`src/rtl/node_mac_seq_if.sv`:
```
// Activation-in / result-out stream bundle for the neuron node.
// No storage of its own; it only groups the two valid/ready channels.
// The slave side is the node; the master side is whoever feeds it and drains it.
interface node_mac_seq_if #(
   parameter int DW = 8
) ();
   logic          in_valid;
   logic          in_ready;
   logic [DW-1:0] in_data;
   logic          out_valid;
   logic          out_ready;
   logic [DW-1:0] out_data;

   modport master (
      output in_valid, in_data, out_ready,
      input  in_ready, out_valid, out_data
   );

   modport slave (
      input  in_valid, in_data, out_ready,
      output in_ready, out_valid, out_data
   );
endinterface

```
`src/rtl/node_mac_seq.sv`:
```
// Time-multiplexed neuron: N_IN beats x loadable weights, + bias, ReLU, rescale, saturate.
// Latency: last beat accepted at edge E, result valid from just after E+1; frame >= N_IN+2 cycles.
// Backpressure: in_ready low in FIN/OUT; result held in OUT until out_ready. NODE_MAC_ROUND_EN selects round-half-up.
module node_mac_seq #(
   parameter int N_IN = 15,
   parameter int DW   = 8,
   parameter int WW   = 8,
   parameter int FRAC = 6,
   parameter int ACCW = DW + WW + $clog2(N_IN) + 1
) (
   input  logic                    clk,
   input  logic                    reset_n,
   input  logic                    w_we,
   input  logic [$clog2(N_IN)-1:0] w_addr,
   input  logic signed [WW-1:0]    w_data,
   input  logic                    b_we,
   input  logic signed [DW+WW-1:0] b_data,
   input  logic                    frame_clr,
   node_mac_seq_if.slave           s_if
);

   localparam int                     CW     = $clog2(N_IN);
   localparam int                     PW     = DW + WW;
   localparam logic [CW-1:0]          LAST   = CW'(N_IN - 1);
   localparam logic [CW:0]            N_IN_W = (CW + 1)'(N_IN);
   localparam logic signed [ACCW-1:0] QMAX   = ACCW'((1 << (DW - 1)) - 1);

   typedef enum logic [1:0] {S_IDLE, S_ACC, S_FIN, S_OUT} state_t;

   state_t                 state_q, state_d;
   logic [CW-1:0]          cnt_q, cnt_d;
   logic signed [ACCW-1:0] acc_q, acc_d;
   logic [DW-1:0]          out_q, out_d;
   logic signed [WW-1:0]   w_q [N_IN];
   logic signed [PW-1:0]   bias_q;

   logic                   in_rdy;
   logic                   accept;
   logic signed [DW-1:0]   act_s;
   logic signed [WW-1:0]   w_sel;
   logic signed [PW-1:0]   prod;
   logic signed [ACCW-1:0] s_sum;
   logic signed [ACCW-1:0] q_sh;
   logic signed [ACCW-1:0] q_fin;
   logic [DW-1:0]          r_val;

   // in_ready is forced low while reset is asserted, not just after it.
   assign in_rdy = reset_n && ((state_q == S_IDLE) || (state_q == S_ACC));
   assign accept = s_if.in_valid && in_rdy;

   assign act_s = $signed(s_if.in_data);
   assign w_sel = w_q[cnt_q];
   assign prod  = PW'(act_s) * PW'(w_sel);

   assign s_sum = acc_q + ACCW'(bias_q);
   assign q_sh  = s_sum >>> FRAC;

`ifdef NODE_MAC_ROUND_EN
   // Round half up: add back the first discarded bit; a carry past QMAX saturates below.
   assign q_fin = q_sh + ACCW'(s_sum[FRAC-1]);
`else
   assign q_fin = q_sh;
`endif

   assign r_val = s_sum[ACCW-1] ? '0 :
                  (q_fin > QMAX) ? QMAX[DW-1:0] : q_fin[DW-1:0];

   assign s_if.in_ready  = in_rdy;
   assign s_if.out_valid = (state_q == S_OUT);
   assign s_if.out_data  = out_q;

   // Weight and bias storage; writes are honoured in every state and out-of-range indices dropped.
   always_ff @(posedge clk or negedge reset_n) begin
      if (!reset_n) begin
         for (int i = 0; i < N_IN; i++) w_q[i] <= '0;
         bias_q <= '0;
      end else begin
         if (w_we && ({1'b0, w_addr} < N_IN_W)) w_q[w_addr] <= w_data;
         if (b_we) bias_q <= b_data;
      end
   end

   // FSM state, beat counter, accumulator and held result registers.
   always_ff @(posedge clk or negedge reset_n) begin
      if (!reset_n) begin
         state_q <= S_IDLE;
         cnt_q   <= '0;
         acc_q   <= '0;
         out_q   <= '0;
      end else begin
         state_q <= state_d;
         cnt_q   <= cnt_d;
         acc_q   <= acc_d;
         out_q   <= out_d;
      end
   end

   // Next-state logic: frame_clr aborts everything; otherwise accumulate, finish, then hold the result.
   always_comb begin
      state_d = state_q;
      cnt_d   = cnt_q;
      acc_d   = acc_q;
      out_d   = out_q;
      if (frame_clr) begin
         state_d = S_IDLE;
         cnt_d   = '0;
         acc_d   = '0;
      end else begin
         case (state_q)
            S_IDLE, S_ACC: begin
               if (accept) begin
                  acc_d = acc_q + ACCW'(prod);
                  if (cnt_q == LAST) begin
                     cnt_d   = '0;
                     state_d = S_FIN;
                  end else begin
                     cnt_d   = cnt_q + 1'b1;
                     state_d = S_ACC;
                  end
               end
            end
            S_FIN: begin
               out_d   = r_val;
               state_d = S_OUT;
            end
            S_OUT: begin
               if (s_if.out_ready) begin
                  state_d = S_IDLE;
                  acc_d   = '0;
               end
            end
            default: state_d = S_IDLE;
         endcase
      end
   end

endmodule

```
`src/flat_wrapper.sv`:
```
// flat-port wrapper written by rule: the top's interface ports become plain ports
module node_mac_seq_flat 
#(
   parameter int N_IN = 15,
   parameter int DW   = 8,
   parameter int WW   = 8,
   parameter int FRAC = 6,
   parameter int ACCW = DW + WW + $clog2(N_IN) + 1
)
  (clk, reset_n, w_we, w_addr, w_data, b_we, b_data, frame_clr, s_if_in_valid, s_if_in_data, s_if_out_ready, s_if_in_ready, s_if_out_valid, s_if_out_data);
  node_mac_seq_if #(.DW(DW)) s_if_i ();
  input  logic clk;
  input  logic reset_n;
  input  logic w_we;
  input  logic [$clog2(N_IN)-1:0] w_addr;
  input  logic signed [WW-1:0] w_data;
  input  logic b_we;
  input  logic signed [DW+WW-1:0] b_data;
  input  logic frame_clr;
  input wire logic [$bits(s_if_i.in_valid)-1:0] s_if_in_valid;
  input wire logic [$bits(s_if_i.in_data)-1:0] s_if_in_data;
  input wire logic [$bits(s_if_i.out_ready)-1:0] s_if_out_ready;
  output wire logic [$bits(s_if_i.in_ready)-1:0] s_if_in_ready;
  output wire logic [$bits(s_if_i.out_valid)-1:0] s_if_out_valid;
  output wire logic [$bits(s_if_i.out_data)-1:0] s_if_out_data;
  assign s_if_i.in_valid = s_if_in_valid;
  assign s_if_i.in_data = s_if_in_data;
  assign s_if_i.out_ready = s_if_out_ready;
  assign s_if_in_ready = s_if_i.in_ready;
  assign s_if_out_valid = s_if_i.out_valid;
  assign s_if_out_data = s_if_i.out_data;
  node_mac_seq #(.N_IN(N_IN), .DW(DW), .WW(WW), .FRAC(FRAC), .ACCW(ACCW)) u_core (.clk(clk), .reset_n(reset_n), .w_we(w_we), .w_addr(w_addr), .w_data(w_data), .b_we(b_we), .b_data(b_data), .frame_clr(frame_clr), .s_if(s_if_i));
endmodule
```
`config.mk`:
```
export PLATFORM = sky130hd
export DESIGN_NAME = node_mac_seq_flat
export DESIGN_NICKNAME = d
export VERILOG_FILES = /design/src/rtl/node_mac_seq_if.sv /design/src/rtl/node_mac_seq.sv /design/src/flat_wrapper.sv
export SDC_FILE = /design/constraint.sdc
export NUM_CORES = 1
export LEC_CHECK = 0
export CAP_MARGIN = 5
export CORE_AREA = 2 2 143 145
export DETAILED_ROUTE_END_ITERATION = 12
export DIE_AREA = 0 0 145 147
export HOLD_SLACK_MARGIN = 0.03
export PLACE_DENSITY = 0.87
export REMOVE_ABC_BUFFERS = 1
export SETUP_SLACK_MARGIN = 0.1
export SYNTH_ARGS = -nofsm -noshare
export SYNTH_HDL_FRONTEND = slang
export SYNTH_SLANG_ARGS = --single-unit
```
`constraint.sdc`:
```
create_clock -name clk -period 9.5 [get_ports clk]
set_input_delay 2.85 -clock clk [delete_from_list [all_inputs] [get_ports clk]]
set_output_delay 2.85 -clock clk [all_outputs]
set_load 0.01 [all_outputs]
```
* Word level (Yosys, flattened, before mapping)
Index checks and enable logic that the tools add are counted.
** Storage, ports and cells
- Bits in registers :: 171
- Input bits :: 43
- Logic and storage cells :: 73
** Operators by class
- Add/sub/neg operators :: 3
- Multiply operators :: 1
- $lt $le $gt $ge :: 5
- Equality and inequality tests :: 6
- Multiplexer cells :: 21
- Bitwise operators :: 3
- Reductions and logical operators :: 14
** Operators with widths (count)
- $bwmux 120 :: 1
- $mux 21 :: 3
- $add 21x16->21 :: 2
- $pmux 21 s2 :: 1
- $mux 8 :: 5
- $bmux 8 s4 :: 1
- $demux 8 s4 :: 1
- $mul 8x8->16 :: 1
- $mux 4 :: 4
- $gt 15x8->1 const B :: 1
- $ge 5x5->1 const B :: 2
- $not 4->5 :: 2
- $mux 2 :: 4
- $pmux 2 s3 :: 1
- $reduce_and 2->1 :: 3
- $lt 5x1->1 const B :: 1
- $add 4x1->4 const B :: 1
- $eq 2x2->1 const B :: 2
- $eq 4x4->1 const B :: 1
- $logic_and 1x1->1 :: 4
- $lt 4x4->1 const B :: 1
- $reduce_bool 2->1 :: 2
- $ne 3x2->1 const B :: 1
- $ne 3x3->1 const B :: 1
- other kinds (7) :: 7

* Longest topological paths before layout
- Depth after elaboration :: 9
- Mapped depth :: 26
- Depth with buffers taken out :: 25

* Least setup slack after synthesis
Ideal clock, no wire load.
- Path kind :: input to register
- Start :: input s_if_in_data[7]
- End :: register u_core.acc_q[19]
- Arrival :: 7.604 ns
- Path slack :: 1.768 ns
- Stages :: 16
- Cells stage by stage :: and2_1 inv_2 fa_1 inv_1 fa_1 fa_1 fa_1 fa_1 ha_1 inv_1 o211a_1 o41ai_2 a31o_1 a21o_1 a21oi_1 a2111o_1
** On the way
- Cells in the longest elaborated chain, start to end :: 5
** Ends and longest elaborated chain
- start: declaration :: line flat_wrapper.sv:21 : input wire logic [$bits(s_if_i.in_data)-1:0] s_if_in_data;
- $mul 8x8->16 :: line node_mac_seq.sv:53 : assign prod = PW'(act_s) * PW'(w_sel);
- $add 21x16->21 :: line node_mac_seq.sv:112 : acc_d = acc_q + ACCW'(prod);
- $mux 21 :: line node_mac_seq.sv:111 : if (accept) begin
- $pmux 21 s2 :: line node_mac_seq.sv:109 : case (state_q)
- $mux 21 :: line node_mac_seq.sv:104 : if (frame_clr) begin
- end signal: assignment :: line node_mac_seq.sv:88 : acc_q <= '0;
- end signal: assignment :: line node_mac_seq.sv:93 : acc_q <= acc_d;
- end: declaration :: line node_mac_seq.sv:32 : logic signed [ACCW-1:0] acc_q, acc_d;
No other way between the ends. The select of a mux whose other input is x is not followed.
A chain may end at the register's enable or synchronous reset.

* Final worst setup path
Same ends and word-level chain as after synthesis.

==> impl_metrics.json <==
{
  "clk_root_buffer_cell": "clkbuf_16",
  "clk_latency_ns": 0.45,
  "pin_count": 53,
  "wl_per_cell_um": 19.62,
  "dieHeight_um": 147,
  "htree_levels": 4,
  "synth_xor_area_share_pct": 1.947,
  "yosys.area_share.simple_pct": 8.836,
  "register_area_um2": 4280,
  "slew_headroom_pct": 33.31,
  "die_area_um2": 21320,
  "multi_input_area_um2": 7307,
  "grt_pass1_wl_um": 44180,
  "antenna_found_initial": 0,
  "async_flop_share_pct": 100.0,
  "drtIter0Drc": 513,
  "endpoint": "u_core.acc_q[19]",
  "area_delta_synth_final_pct": 11.75,
  "cp.depth": 15,
  "critPathKind": "in2reg",
  "via_per_inst": 5.982,
  "ys.flop_type": "dfrtp_1",
  "cts_sinks": 171,
  "fmax_ghz": 0.1182,
  "stdcell_area_um2": 13500,
  "muxShareOfSynthArea_pct": 19.55,
  "crit_path_end_kind": "flip-flop",
  "regToRegStartpoint": "u_core.cnt_q[1]",
  "place_congestion": 0.9274,
  "yosys.area.top_type": "dfrtp_1",
  "worst_slew_pin_slew_ns": 1.000,
  "cap_violations": 0,
  "final.fill_count": 1362,
  "portBuffers": 52,
  "core-area_um2": 19840,
  "tns_ns": 0,
  "cts_tree": "done",
  "r2r_slack_ns": 1.83,
  "rows": 52,
  "grt_remaining_overflow": 0,
  "finalCritPeriodShare_pct": 89.09,
  "cpMostUsedCell": "fa_1",
  "rsz0062_at_grt": "no",
  "grt_usage_pct": 26.25,
  "synth_cell_types": 68,
  "startpoint": "s_if_in_data[7]",
  "routed_wirelength_um": 26260,
  "cts_buffers": 17,
  "grt_pass1_vias": 8832,
  "synth_seq_cells": 171,
  "yosysMostFrequentCell": "dfrtp_1",
  "place_hpwl_um": 19120,
  "nets": 1259,
  "post-route-drc-count": 0,
  "initial_utilization_pct": 60.87,
  "setup_violations": 0,
  "synth.avg_cell_area_um2": 11.94,
  "cp.arrival_ns": 8.79,
  "ys_top_cells_by_area": "dfrtp_1, fa_1, mux2_2",
  "fp.dieW_um": 145,
  "firstDrtPassIters": 6,
  "synthCells": 1012,
  "crit_family": "adder cells",
  "path_clk_slew_ns": 0.07,
  "crit_path_start_kind": "primary input",
  "drv_slew": 0,
  "cp_data_required_time_ns": 9.83,
  "cts_post_setup_buffers_inserted": 0,
  "synth_edf_count": 0,
  "min_path_cells": 1,
  "max_stage_delay_ns": 0.74,
  "yosysSeqAreaShare_pct": 35.43,
  "critPathBufInv": 1,
  "hold_viol": 0,
  "top_layer": "met4",
  "min_path_type": "reg2reg",
  "synth_top_area_share_pct": 35.43,
  "status": "completed",
  "final_antenna_net_count": 0,
  "final_util_pct": 68.02,
  "clock_path_buffers": 2,
  "synth_compound_area_share_pct": 7.727,
  "cts_resized": 0,
  "dr_wl_met2_um": 14350,
  "synthTopCellsByCount": "dfrtp_1, mux2_2, inv_1",
  "whs_ns": 0.5009,
  "slowest_stage": "and2_1",
  "rr_endpoint": "u_core.acc_q[19]",
  "r2r_cells": 17,
  "crit_fanout": 13,
  "placed_cell_area_um2": 12850,
  "yosys_warnings": 0,
  "syn_area_um2": 12080,
  "synth_top_family_by_area": "adder cells",
  "wl_met3_um": 1159,
  "drive_gt1_share_pct": 21.44,
  "synthAdderAreaFrac_pct": 22.39,
  "num_antenna_cells": 0,
  "via_count": 8004,
  "drt-met1-wl_um": 10220,
  "skew_ns": 0.01528,
  "crit_path_cell_trace": "clkdlybuf4s50_1, and2_1, fa_1, fa_1, fa_1, fa_1, ha_1, ha_1, a2111oi_0, nor3b_2, o41ai_2, a31o_1, nand2_1, nor4b_1, a2111o_1",
  "cts_hold_buf": 0,
  "period_needed_ns": 8.464,
  "grt_max_degree": 93
}
## cells in the final DEF (no fill, tap or decap), types with 3 or more instances in the layout
master           count
nand3b_1             6
nor2_1              49
dfrtp_1            170
nor2b_1              5
fa_1                92
or3_1                5
clkinv_8             5
nor3_1               8
inv_12               5
a31oi_1              4
a311oi_1             8
xnor2_1             17
or2_2                3
mux4_2              31
and2_1              41
clkdlybuf4s50_1     51
o21bai_1             3
o31ai_1              7
inv_1               97
nand2b_1             3
mux2_2             137
buf_4                5
a22o_1               7
xor2_1               8
o21ai_1              3
and3_1               5
mux2i_1             12
o21a_1               5
inv_6                3
nand3_1             11
clkbuf_16           17
o21ai_0             29
nand2_1             61
a21oi_1             29
a21o_1               7
ha_1                69
nand4_1              3
## per-stage QoR
step                setup slack [ns]  instances
floorplan                      1.768        979
global placement              0.8873       1306
detailed placement            0.6807       1306
CTS                            1.061       1338
global route                  0.7400       1338
finish                         1.036       1338
## cell families after synthesis
kind of cell             count (synthesis)
buffers and inverters                  131
adder cells (fa/ha/maj)                161
multiplexers                           180
XOR/XNOR                                26
AO/OA/AOI/OAI                          130
flip-flops                             171
AND/OR/NAND/NOR                        213
## worst reg2reg max path, delay by kind of cell (launching register included)
kind / cells / cell delay [ns]
AO/OA/AOI/OAI: 4 / 1.35
multiplexers: 2 / 1.02
adder cells (fa/ha/maj): 6 / 2.78
flip-flops: 1 / 0.97
buffers and inverters: 1 / 0.43
AND/OR/NAND/NOR: 4 / 1.03
## metal layers
layer / vias up / GRT usage (%)
li1: 3616 / -
met2: 242 / 48.40
met1: 4095 / 31.04
met4: 0 / 8.614
met5: - / 0
met3: 51 / 5.000
## registers in the layout, summed over array words and instances (netlist names)
name and cells:
u_core.cnt_q 4, u_core.acc_q 21, u_core.state_q 2, u_core.bias_q 16, u_core.w_q 120, u_core.s_if.out_data 8
## how the worst min path moves through the flow
| stage | end | start | slack (ns) |
|---|---|---|---|
| after floorplan | u_core.w_q[100] | u_core.w_q[100] | 0.47 |
| after global placement | u_core.w_q[95] | u_core.w_q[95] | 0.48 |
| after detailed placement | u_core.s_if.out_data[7] | u_core.s_if.out_data[7] | 0.48 |
| after CTS | u_core.s_if.out_data[7] | u_core.s_if.out_data[7] | 0.51 |
| after global routing | u_core.w_q[31] | u_core.w_q[31] | 0.52 |
| final | u_core.s_if.out_data[7] | u_core.s_if.out_data[7] | 0.50 |
## final cells by class
cell class | count | share of cell area [%]
clock inverters | 15 | 1.631
flip-flops and latches | 171 | 31.71
multi-input cells | 710 | 54.13
inverters | 98 | 2.725
repair buffers | 57 | 4.144
well taps | 270 | 2.503
clock buffers | 17 | 3.152
Power is not shown: default switching activity piles up to over one toggle a cycle in this logic, so the estimate is an artifact.
